File: src/rtl/fifo_pkg.sv
// Shared types and width helpers for the FIFO drain/packer slice.
package fifo_pkg;

  typedef enum logic {
    FILL = 1'b0,
    HOLD = 1'b1
  } state_e;

  // Width of a word-count field able to hold 0..ratio
  function automatic int unsigned cnt_width(input int unsigned ratio);
    return $clog2(ratio + 1);
  endfunction

  function automatic int unsigned beat_width(input int unsigned wid, input int unsigned ratio);
    return wid * ratio;
  endfunction

endpackage

File: src/rtl/packer_idle_timer.sv
// Idle-cycle counter for the word packer; expire marks the cycle in which the
// count reaches TMO-1, so the caller can close the beat on that same edge.
module packer_idle_timer
#(
  parameter  int unsigned TMO = 64,
  localparam int unsigned TW  = (TMO > 1) ? $clog2(TMO) : 1
) (
  input  logic clk,
  input  logic rst_n,
  input  logic softreset,
  input  logic inc,
  input  logic clr,
  output logic expire
);

  logic [TW-1:0] cnt;

  always_ff @(posedge clk or negedge rst_n) begin
    if (!rst_n) begin
      cnt <= '0;
    end else if (softreset || clr) begin
      cnt <= '0;
    end else if (inc && (cnt != TW'(TMO - 1))) begin
      cnt <= cnt + TW'(1);
    end
  end

  assign expire = inc && (cnt == TW'(TMO - 2));

endmodule

File: src/rtl/fifo_word_packer.sv
// Pops WID-bit words from a sync FIFO and packs RATIO of them into one valid/ready beat.
// Optional idle auto-flush is built when PACKER_TIMEOUT_EN is defined.
module fifo_word_packer
  import fifo_pkg::*;
#(
  parameter  int unsigned WID   = 32,
  parameter  int unsigned RATIO = 4,
  parameter  int unsigned TMO   = 64,
  localparam int unsigned CWID  = cnt_width(RATIO),
  localparam int unsigned BW    = beat_width(WID, RATIO)
) (
  input  logic            clk,
  input  logic            rst_n,
  input  logic            softreset,
  input  logic            empty,
  input  logic [WID-1:0]  fifodata,
  output logic            readout,
  input  logic            flush,
  output logic            vout,
  input  logic            rdy,
  output logic [BW-1:0]   dout,
  output logic [CWID-1:0] dcount,
  output logic            partial
);

  localparam int unsigned IW = $clog2(RATIO);

  if (RATIO < 2 || TMO < 2) begin : g_bad_cfg
    $error("fifo_word_packer: RATIO and TMO must both be at least 2");
  end

  state_e          state;
  state_e          state_nxt;
  logic [IW-1:0]   idx;
  logic [WID-1:0]  slots [RATIO];
  logic [BW-1:0]   beat;
  logic [CWID-1:0] held;
  logic            consume;
  logic            full;
  logic            close;
  logic            close_part;
  logic            expire;

`ifdef PACKER_TIMEOUT_EN
  logic tmr_inc;
  logic tmr_clr;

  assign tmr_inc = (state == FILL) && (idx != '0) && !readout;
  assign tmr_clr = readout || close;

  packer_idle_timer #(
    .TMO (TMO)
  ) u_idle_timer (
    .clk       (clk),
    .rst_n     (rst_n),
    .softreset (softreset),
    .inc       (tmr_inc),
    .clr       (tmr_clr),
    .expire    (expire)
  );
`else
  assign expire = 1'b0;
`endif

  // State register
  always_ff @(posedge clk or negedge rst_n) begin
    if (!rst_n) begin
      state <= FILL;
    end else if (softreset) begin
      state <= FILL;
    end else begin
      state <= state_nxt;
    end
  end

  // Next-state logic
  always_comb begin
    state_nxt = state;
    case (state)
      FILL:    if (close) state_nxt = HOLD;
      HOLD:    if (consume) state_nxt = FILL;
      default: state_nxt = FILL;
    endcase
  end

  // FIFO pop and beat-close decisions; a flush with nothing held is dropped
  always_comb begin
    readout    = !empty && ((state == FILL) || ((state == HOLD) && rdy));
    consume    = (state == HOLD) && rdy;
    held       = CWID'(idx) + CWID'(readout);
    full       = readout && (state == FILL) && (idx == IW'(RATIO - 1));
    close      = 1'b0;
    close_part = 1'b0;
    if (state == FILL) begin
      if (full) begin
        close = 1'b1;
      end else if ((flush || expire) && (held != '0)) begin
        close      = 1'b1;
        close_part = 1'b1;
      end
    end
  end

  // Beat as it would look after this cycle's pop lands in its slot
  always_comb begin
    beat = '0;
    for (int i = 0; i < int'(RATIO); i++) begin
      if (readout && (state == FILL) && (idx == IW'(i))) begin
        beat[i*WID +: WID] = fifodata;
      end else begin
        beat[i*WID +: WID] = slots[i];
      end
    end
  end

  // Slot array, fill index and output registers
  always_ff @(posedge clk or negedge rst_n) begin
    if (!rst_n) begin
      idx     <= '0;
      vout    <= 1'b0;
      dout    <= '0;
      dcount  <= '0;
      partial <= 1'b0;
      for (int i = 0; i < int'(RATIO); i++) slots[i] <= '0;
    end else if (softreset) begin
      idx     <= '0;
      vout    <= 1'b0;
      dout    <= '0;
      dcount  <= '0;
      partial <= 1'b0;
      for (int i = 0; i < int'(RATIO); i++) slots[i] <= '0;
    end else begin
      if (consume) begin
        vout <= 1'b0;
        for (int i = 0; i < int'(RATIO); i++) slots[i] <= '0;
        if (readout) begin
          slots[0] <= fifodata;
          idx      <= IW'(1);
        end else begin
          idx <= '0;
        end
      end else if ((state == FILL) && readout) begin
        slots[idx] <= fifodata;
        if (!full) idx <= idx + IW'(1);
      end
      if (close) begin
        vout    <= 1'b1;
        dout    <= beat;
        dcount  <= held;
        partial <= close_part;
      end
    end
  end

endmodule
File: config.mk
export PLATFORM = sky130hd
export DESIGN_NAME = fifo_word_packer
export DESIGN_NICKNAME = d
export VERILOG_FILES = /design/src/rtl/fifo_pkg.sv /design/src/rtl/packer_idle_timer.sv /design/src/rtl/fifo_word_packer.sv
export SDC_FILE = /design/constraint.sdc
export NUM_CORES = 1
export LEC_CHECK = 0
export BUFFER_PORTS_ARGS = -buffer_cell sky130_fd_sc_hd__buf_2
export CAP_MARGIN = 40
export CORE_AREA = 2 2 167 169
export CTS_CLUSTER_SIZE = 40
export DETAILED_ROUTE_END_ITERATION = 8
export DIE_AREA = 0 0 169 171
export PLACE_DENSITY = 0.72
export SETUP_SLACK_MARGIN = 0.05
export SLEW_MARGIN = 10
export SYNTH_ARGS = -nofsm -noshare
export SYNTH_HDL_FRONTEND = slang
export SYNTH_SLANG_ARGS = --single-unit
export TNS_END_PERCENT = 1
File: constraint.sdc
create_clock -name clk -period 2.9 [get_ports clk]
set_input_delay 0.435 -clock clk [delete_from_list [all_inputs] [get_ports clk]]
set_output_delay 0.435 -clock clk [all_outputs]
set_load 0.01 [all_outputs]
==> flow_summary_export.csv, run 1 <==
group,metric,value,unit
logic_synthesis,synth_edf_count,0,
clock_tree,clock-root-buffer,"clkbuf_16",
floorplan,fp.coreArea,0.0273,sq mm
sta,fin_skew,0.00627,ns
sta,relSlewSlack,46.0,%
global_route,grt_usage,22.0,%
clock_tree,cts_sinks,264,
routing,totalWireLength,32000,um
pwr,seq_power_share,42.4,%
routing,dr.pass1.iters,5,
sta,worst_slew_pin_slew,0.808,ns
clock_tree,clkTransAtPathRegs,0.06,ns
floorplan,initial_core_util,44.2,%
logic_synthesis,netlist-cell-type-count,34,
sta,finalSetupTns,0,ns
final_layout,fillCellCount,2332,
logic_synthesis,ys.warnings.count,0,
sta,slew_viol_final,0,
floorplan,die_h,171,um
setup_path,critPathArrivalTime,2.82,ns
floorplan,die_x,169,um
clock_tree,htree_levels,1,
placed_design,dp_slack,0.237,ns
pwr,vdd_drop_max,0.000347,V
placed_design,dpl.hpwl,19400,um
logic_synthesis,synth_nets,1073,
sta,hold_ws,0.196,ns
logic_synthesis,syn_inst,1029,
final_layout,syn_to_final_growth,17.4,%
routing,ant_nets,0,
routing,drtIter0Drc,629,
setup_path,rrSetupSlack,0.46,ns
sta,period_minus_slack,2.44,ns
clock_tree,clk_path_buf_depth,3,
placed_design,globalplace.congestion,0.750,
logic_synthesis,ys_ff_latch,264,
sta,setup_ws,0.461,ns
job,drv_cap,0,
pwr,switching_share,29.0,%
setup_path,cp.required,3.29,ns
final_layout,antenna_cells,0,
setup_path,cp-end-kind,"register",
pwr,p_leak,6.28,nW
setup_path,cp_max_fo,34,
clock_tree,cts_made_buffers,28,
worst_hold_path,min_path_type,"in2reg",
routing,wire_per_inst,21.0,um
worst_hold_path,hold_path.startpoint,"fifodata[12]",
setup_path,rr_endpoint,"vout",
sta,finalCritPeriodShare,84.1,%
final_layout,seq_area,0.00661,sq mm
setup_path,start_kind,"register",
sta,setup_viol,0,
logic_synthesis,synth_seq_area_share,54.8,%
sta,rsz0062_at_grt,"false",
logic_synthesis,synthesis.area,0.0121,sq mm
final_layout,drive_gt1_share,30.3,%
routing,drcViolationCount,0,
pwr,comb_power_share,19.7,%
global_route,grt_overflow,0,
placed_design,portBuffers,171,
setup_path,r2r_cells,7,
pwr,p_switching,2.83,mW
global_route,grt_pass1_vias,8694,
clock_tree,clock_latency,0.54,ns
pwr,power_density,689,mW/mm^2
global_route,grt_start_max_net_pins,99,
global_route,antenna_found_initial,0,
logic_synthesis,syn_area_per_cell,11.7,sq um
pwr,p_int,6.93,mW
worst_hold_path,hold_path_end,"slots[12]",
floorplan,rows,61,
global_route,grt_pass1_wl,50500,um
setup_path,rr_startpoint,"state",
pwr,clock_power_share,37.8,%
logic_synthesis,synth_ff_type,"dfrtp_1",
sta,finalHoldViolCount,0,
worst_hold_path,whs_path_depth,3,
final_layout,multiInputGateArea,0.00482,sq mm
outcome,outcome,"completed",
floorplan,die-area,0.0289,sq mm
routing,vias_per_cell,5.82,
final_layout,nets,1203,
setup_path,crit_type,"reg2reg",
sta,max_freq,410,MHz
clock_tree,cts_tree,"yes",
floorplan,io_pins,172,
routing,num_vias,8883,
logic_synthesis,synth_async_sr_flop_share,100,%
## synth_stat cells (6+ instances only)
master,n,area [sq um]
a22o_1,32,280
buf_2,40,200
a211oi_1,32,240
o21ai_0,35,175
a221oi_2,92,1380
mux2i_1,98,981
nor2_1,194,728
buf_12,9,180
clkbuf_1,38,143
buf_4,9,67.6
nand2_1,65,244
a21oi_1,41,205
a31oi_1,32,200
ha_1,6,75.1
buf_6,9,101
dfrtp_1,264,6610
## cells in the final DEF (no fill, tap or decap), types with 2 or more instances in the layout
| cell | count |
|---|---|
| dfrtp_1 | 264 |
| clkbuf_16 | 29 |
| mux2i_1 | 98 |
| nor3b_4 | 4 |
| clkbuf_8 | 10 |
| nor3_1 | 2 |
| inv_1 | 4 |
| bufinv_16 | 2 |
| ha_1 | 6 |
| clkinv_2 | 5 |
| a31oi_1 | 32 |
| a221oi_2 | 92 |
| buf_4 | 21 |
| a211oi_1 | 32 |
| clkbuf_1 | 5 |
| buf_2 | 169 |
| nor3_4 | 2 |
| o21ai_0 | 35 |
| nor2_1 | 193 |
| buf_12 | 13 |
| o211ai_1 | 4 |
| a22o_1 | 32 |
| nand2_1 | 65 |
| a21oi_1 | 41 |
| a221oi_1 | 4 |
## repair_timing
action,4_1_cts,5_1_grt
setup buffers,0,0
hold endpoints to repair,86,0
gates resized for setup,0,0
hold buffers,1,0
## layer usage
layer | routed length (um) | up-vias | GRT usage, %
met5 | 0 | - | 0
met4 | 635 | 0 | 5.17
met3 | 2220 | 46 | 4.02
met2 | 15300 | 338 | 35.9
met1 | 13900 | 4501 | 30.7
li1 | - | 3998 | -
## state kept, by name, indices dropped and copies added (netlist names)
signal / cells
dout: 128
slots: 128
dcount: 3
idx: 2
partial: 1
state: 1
vout: 1
## layout make-up
class	count	area share, %
Inverter	4	0.106
Clock buffer	44	6.23
Timing Repair Buffer	207	9.37
Tap cell	346	3.06
Multi-Input combinational cell	654	34.0
Clock inverter	7	0.601
Sequential cell	264	46.6
## power groups by stage
stage	logic (mW)	clock network [mW]	registers (mW)
floorplan	1.16	0	4.28
global placement	1.90	0	4.20
detailed placement	1.94	0	4.20
CTS	1.95	3.76	4.14
global route	2.09	3.91	4.17
finish	1.92	3.69	4.14
## per-stage QoR
stage                     std cells  instance area [sq um]  utilization, %  power, mW
after global routing           1526                  14200            51.8       10.2
after floorplan                1029                  12100               -       5.44
after global placement         1473                  13200            48.2       6.10
after detailed placement       1474                  13200            48.3       6.14
after CTS                      1526                  14200            51.8       9.84
final                          1526                  14200            51.8       9.76
## kinds of logic (layout without fill, tap and decap cells)
logic type	after synthesis	after routing	share of synthesized area [%]
muxes	98	98	8.13
AOI/OAI and AO/OA	276	276	21.4
buffers and inverters	111	262	5.92
and+or+nand+nor	274	274	9.18
adders and majority gates	6	6	0.622
DFF	264	264	54.8
## worst max-delay path, stage by stage, from the launching register on
cell	delay, ns
dfrtp_1	0.40
a21oi_1	0.22
ha_1	0.18
ha_1	0.26
or3_2	0.56
buf_4	0.30
a21oi_1	0.25
o22ai_1	0.11
## how the worst max path moves through the flow
stage,slack [ns],start,to
final,0.46,state,vout
after global routing,0.35,state,dout[112]
after CTS,0.47,state,dout[76]
after detailed placement,0.24,rdy,dout[73]
after global placement,0.29,rdy,dout[49]
after floorplan,0.38,empty,dout[23]
Note: power is estimated with default switching activity, not from simulation.
==> run 2: changes to the inputs <==
--- a/config.mk
+++ b/config.mk
@@ -5,13 +5,14 @@
 export SDC_FILE = /design/constraint.sdc
 export NUM_CORES = 1
 export LEC_CHECK = 0
+export ABC_AREA = 1
 export BUFFER_PORTS_ARGS = -buffer_cell sky130_fd_sc_hd__buf_2
 export CAP_MARGIN = 40
 export CORE_AREA = 2 2 167 169
 export CTS_CLUSTER_SIZE = 40
 export DETAILED_ROUTE_END_ITERATION = 8
 export DIE_AREA = 0 0 169 171
-export PLACE_DENSITY = 0.72
+export PLACE_DENSITY = 0.74
 export SETUP_SLACK_MARGIN = 0.05
 export SLEW_MARGIN = 10
 export SYNTH_ARGS = -nofsm -noshare
==> constraint.sdc (replaced) <==
create_clock -name clk -period 2.1 [get_ports clk]
set_input_delay 0.315 -clock clk [delete_from_list [all_inputs] [get_ports clk]]
set_output_delay 0.315 -clock clk [all_outputs]
set_load 0.01 [all_outputs]
==> flow_summary_export.csv, run 2 <==
group,metric,value,unit
outcome,outcome,"completed",
final_layout,largest_registers,"dout x128, slots x128, dcount x3",
setup_path,cp-end-kind,"register",
global_route,grt_usage,25.6,%
placed_design,placed_area,0.0132,sq mm
sta,max_freq,502,MHz
pwr,vdd_drop_max,0.000759,V
clock_tree,cts_tree,"yes",
routing,drtIter0Drc,1343,
final_layout,nets,1574,
sta,hold_ws,0.118,ns
sta,finalHoldViolCount,0,
worst_hold_path,hold_path.startpoint,"fifodata[30]",
clock_tree,clkTransAtPathRegs,0.06,ns
logic_synthesis,synth_edf_count,0,
pwr,p_leak,8.00,nW
placed_design,dp_slack,-0.0415,ns
floorplan,initial_core_util,43.9,%
logic_synthesis,syn_inst,1419,
sta,period_minus_slack,1.99,ns
logic_synthesis,synth_ff_type,"dfrtp_1",
logic_synthesis,synth_nets,1463,
routing,num_vias,11100,
placed_design,globalplace.congestion,0.879,
logic_synthesis,synth_seq_area_share,55.1,%
setup_path,cp.required,2.52,ns
floorplan,io_pins,172,
global_route,grt_start_max_net_pins,137,
global_route,grt_pass1_wl,58500,um
final_layout,final_cell_mix,"nand2_1 (435), nand3_1 (294), dfrtp_1 (264)",
routing,wire_per_inst,20.1,um
clock_tree,clock_latency,0.55,ns
setup_path,rr_startpoint,"state",
routing,ant_nets,0,
global_route,grt_pass1_vias,10600,
clock_tree,cts_made_buffers,29,
clock_tree,clk_path_buf_depth,3,
placed_design,dp_cells,1838,
job,drv_cap,0,
logic_synthesis,synth.top_cell.area_share,55.1,%
sta,worst_slew_pin_slew,0.626,ns
pwr,p_int,10.7,mW
sta,finalCritPeriodShare,94.9,%
sta,setup_ws,0.107,ns
setup_path,critPathArrivalTime,2.41,ns
sta,setup_viol,0,
floorplan,die_x,169,um
final_layout,final_util,52.8,%
final_layout,drive_gt1_share,17.7,%
clock_tree,clock-root-buffer,"clkbuf_16",
sta,finalSetupTns,0,ns
floorplan,die-area,0.0289,sq mm
pwr,power_density,1110,mW/mm^2
setup_path,cp_max_fo,41,
pwr,p_total,16.0,mW
logic_synthesis,synth_async_sr_flop_share,100,%
worst_hold_path,min_path_type,"in2reg",
logic_synthesis,synth_largest_area_cell,"dfrtp_1",
routing,dr.pass1.iters,6,
sta,fin_skew,0.00757,ns
sta,relSlewSlack,58.3,%
final_layout,fin_cells,1896,
setup_path,start_kind,"register",
floorplan,rows,61,
logic_synthesis,syn_area_per_cell,8.44,sq um
sta,rsz0062_at_grt,"true",
routing,totalWireLength,38200,um
logic_synthesis,netlist-cell-type-count,19,
final_layout,design_area,0.0144,sq mm
logic_synthesis,synth_common_cells,"nand2_1 (436), nand3_1 (294), dfrtp_1 (264)",
logic_synthesis,ys.warnings.count,0,
logic_synthesis,synthTopCellsByArea,"dfrtp_1 (55%), nand2_1 (14%), nand3_1 (12%), nand4_1 (6.8%), a21oi_1 (4.1%)",
global_route,antenna_found_initial,0,
pwr,p_switching,5.28,mW
final_layout,antenna_cells,0,
placed_design,portBuffers,171,
floorplan,fp.coreArea,0.0273,sq mm
pwr,seq_power_share,36.9,%
setup_path,startpoint,"state",
final_layout,layout_commonest_cell,"nand2_1",
setup_path,crit_type,"reg2reg",
routing,drcViolationCount,0,
sta,slew_viol_final,0,
pwr,switching_share,33.0,%
pwr,comb_power_share,26.2,%
clock_tree,htree_levels,1,
floorplan,die_h,171,um
logic_synthesis,ys_ff_latch,264,
global_route,grt_overflow,0,
routing,vias_per_cell,5.86,
clock_tree,cts_sinks,264,
logic_synthesis,synth_most_common_cell,"nand2_1",
pwr,clock_power_share,36.8,%
final_layout,syn_to_final_growth,20.5,%
logic_synthesis,synthesis.area,0.0120,sq mm
placed_design,dpl.hpwl,22700,um
[run 2: cell types whose count changed after synthesis, moves of 20 or more]
cell      before  now
nand2_1       65  436
nand3_1        0  294
nor2_1       194    2
nand4_1        0  131
mux2i_1       98    0
a221oi_2      92    0
a21oi_1       41   98
a211oi_1      32    0
a22o_1        32    0
a31oi_1       32    0
buf_2         40   71
clkbuf_1      38   58
[run 2: cell families (layout without fill, tap and decap cells)]
kind of cell	after synthesis	after routing	share of synthesized area (%)
AO/OA/AOI/OAI	132	132	5.51
buffers and inverters	148	279	5.52
flip-flops	264	264	55.1
AND/OR/NAND/NOR	869	869	33.2
adder cells (fa/ha/maj)	6	6	0.626
[run 2: area by class of cell]
| type | instances | area, sq um |
|---|---|---|
| clock buffers | 39 | 853 |
| fillers | 2522 | 12900 |
| flip-flops and latches | 264 | 6610 |
| repair buffers | 217 | 1490 |
| clock inverters | 12 | 264 |
| multi-input cells | 1007 | 4740 |
| inverters | 11 | 48.8 |
| well taps | 346 | 433 |
[run 2: critical path, cell delays in order (launching register included)]
cell and delay [ns]:
dfrtp_1 0.40, a21oi_2 0.18, ha_1 0.19, ha_1 0.24
nor2_1 0.10, nand2_1 0.09, nand2_4 0.14, nand2_4 0.12
buf_12 0.19, nand3_1 0.10, nand2_1 0.09
[run 2: power groups by stage]
| stage | Sequential (mW) | Clock (mW) | Combinational, mW |
|---|---|---|---|
| floorplan | 6.02 | 0 | 2.38 |
| finish | 5.91 | 5.89 | 4.19 |
| detailed placement | 5.98 | 0 | 3.89 |
| CTS | 5.90 | 5.95 | 4.02 |
| global placement | 5.96 | 0 | 3.83 |
| global route | 5.95 | 6.18 | 4.58 |
[run 2: final timing paths]
path	cells past startpoint	slack [ns]	end
max in group asynchronous	3	1.07	dout[106]
setup reg to reg	10	0.11	dout[21]
setup / recovery	10	0.11	dout[21]
hold reg to reg	2	0.49	slots[127]
hold / removal	3	0.12	slots[126]
min in group asynchronous	2	0.29	dout[34]
[run 2: timing repair]
action	CTS	global route
setup endpoints to repair	38	131
pin swaps	0	2
hold buffers	1	0
hold endpoints to repair	45	0
buffers inserted	0	3
gates resized for setup	3	3
cloned	1	2
[run 2: per-layer routing]
metal,part of all wire [%],vias up,GRT usage (%)
met4,4.3,0,11.0
met3,8.4,91,4.83
met2,44,488,38.8
met5,0,-,0
met1,43,5447,36.2
li1,-,5084,-
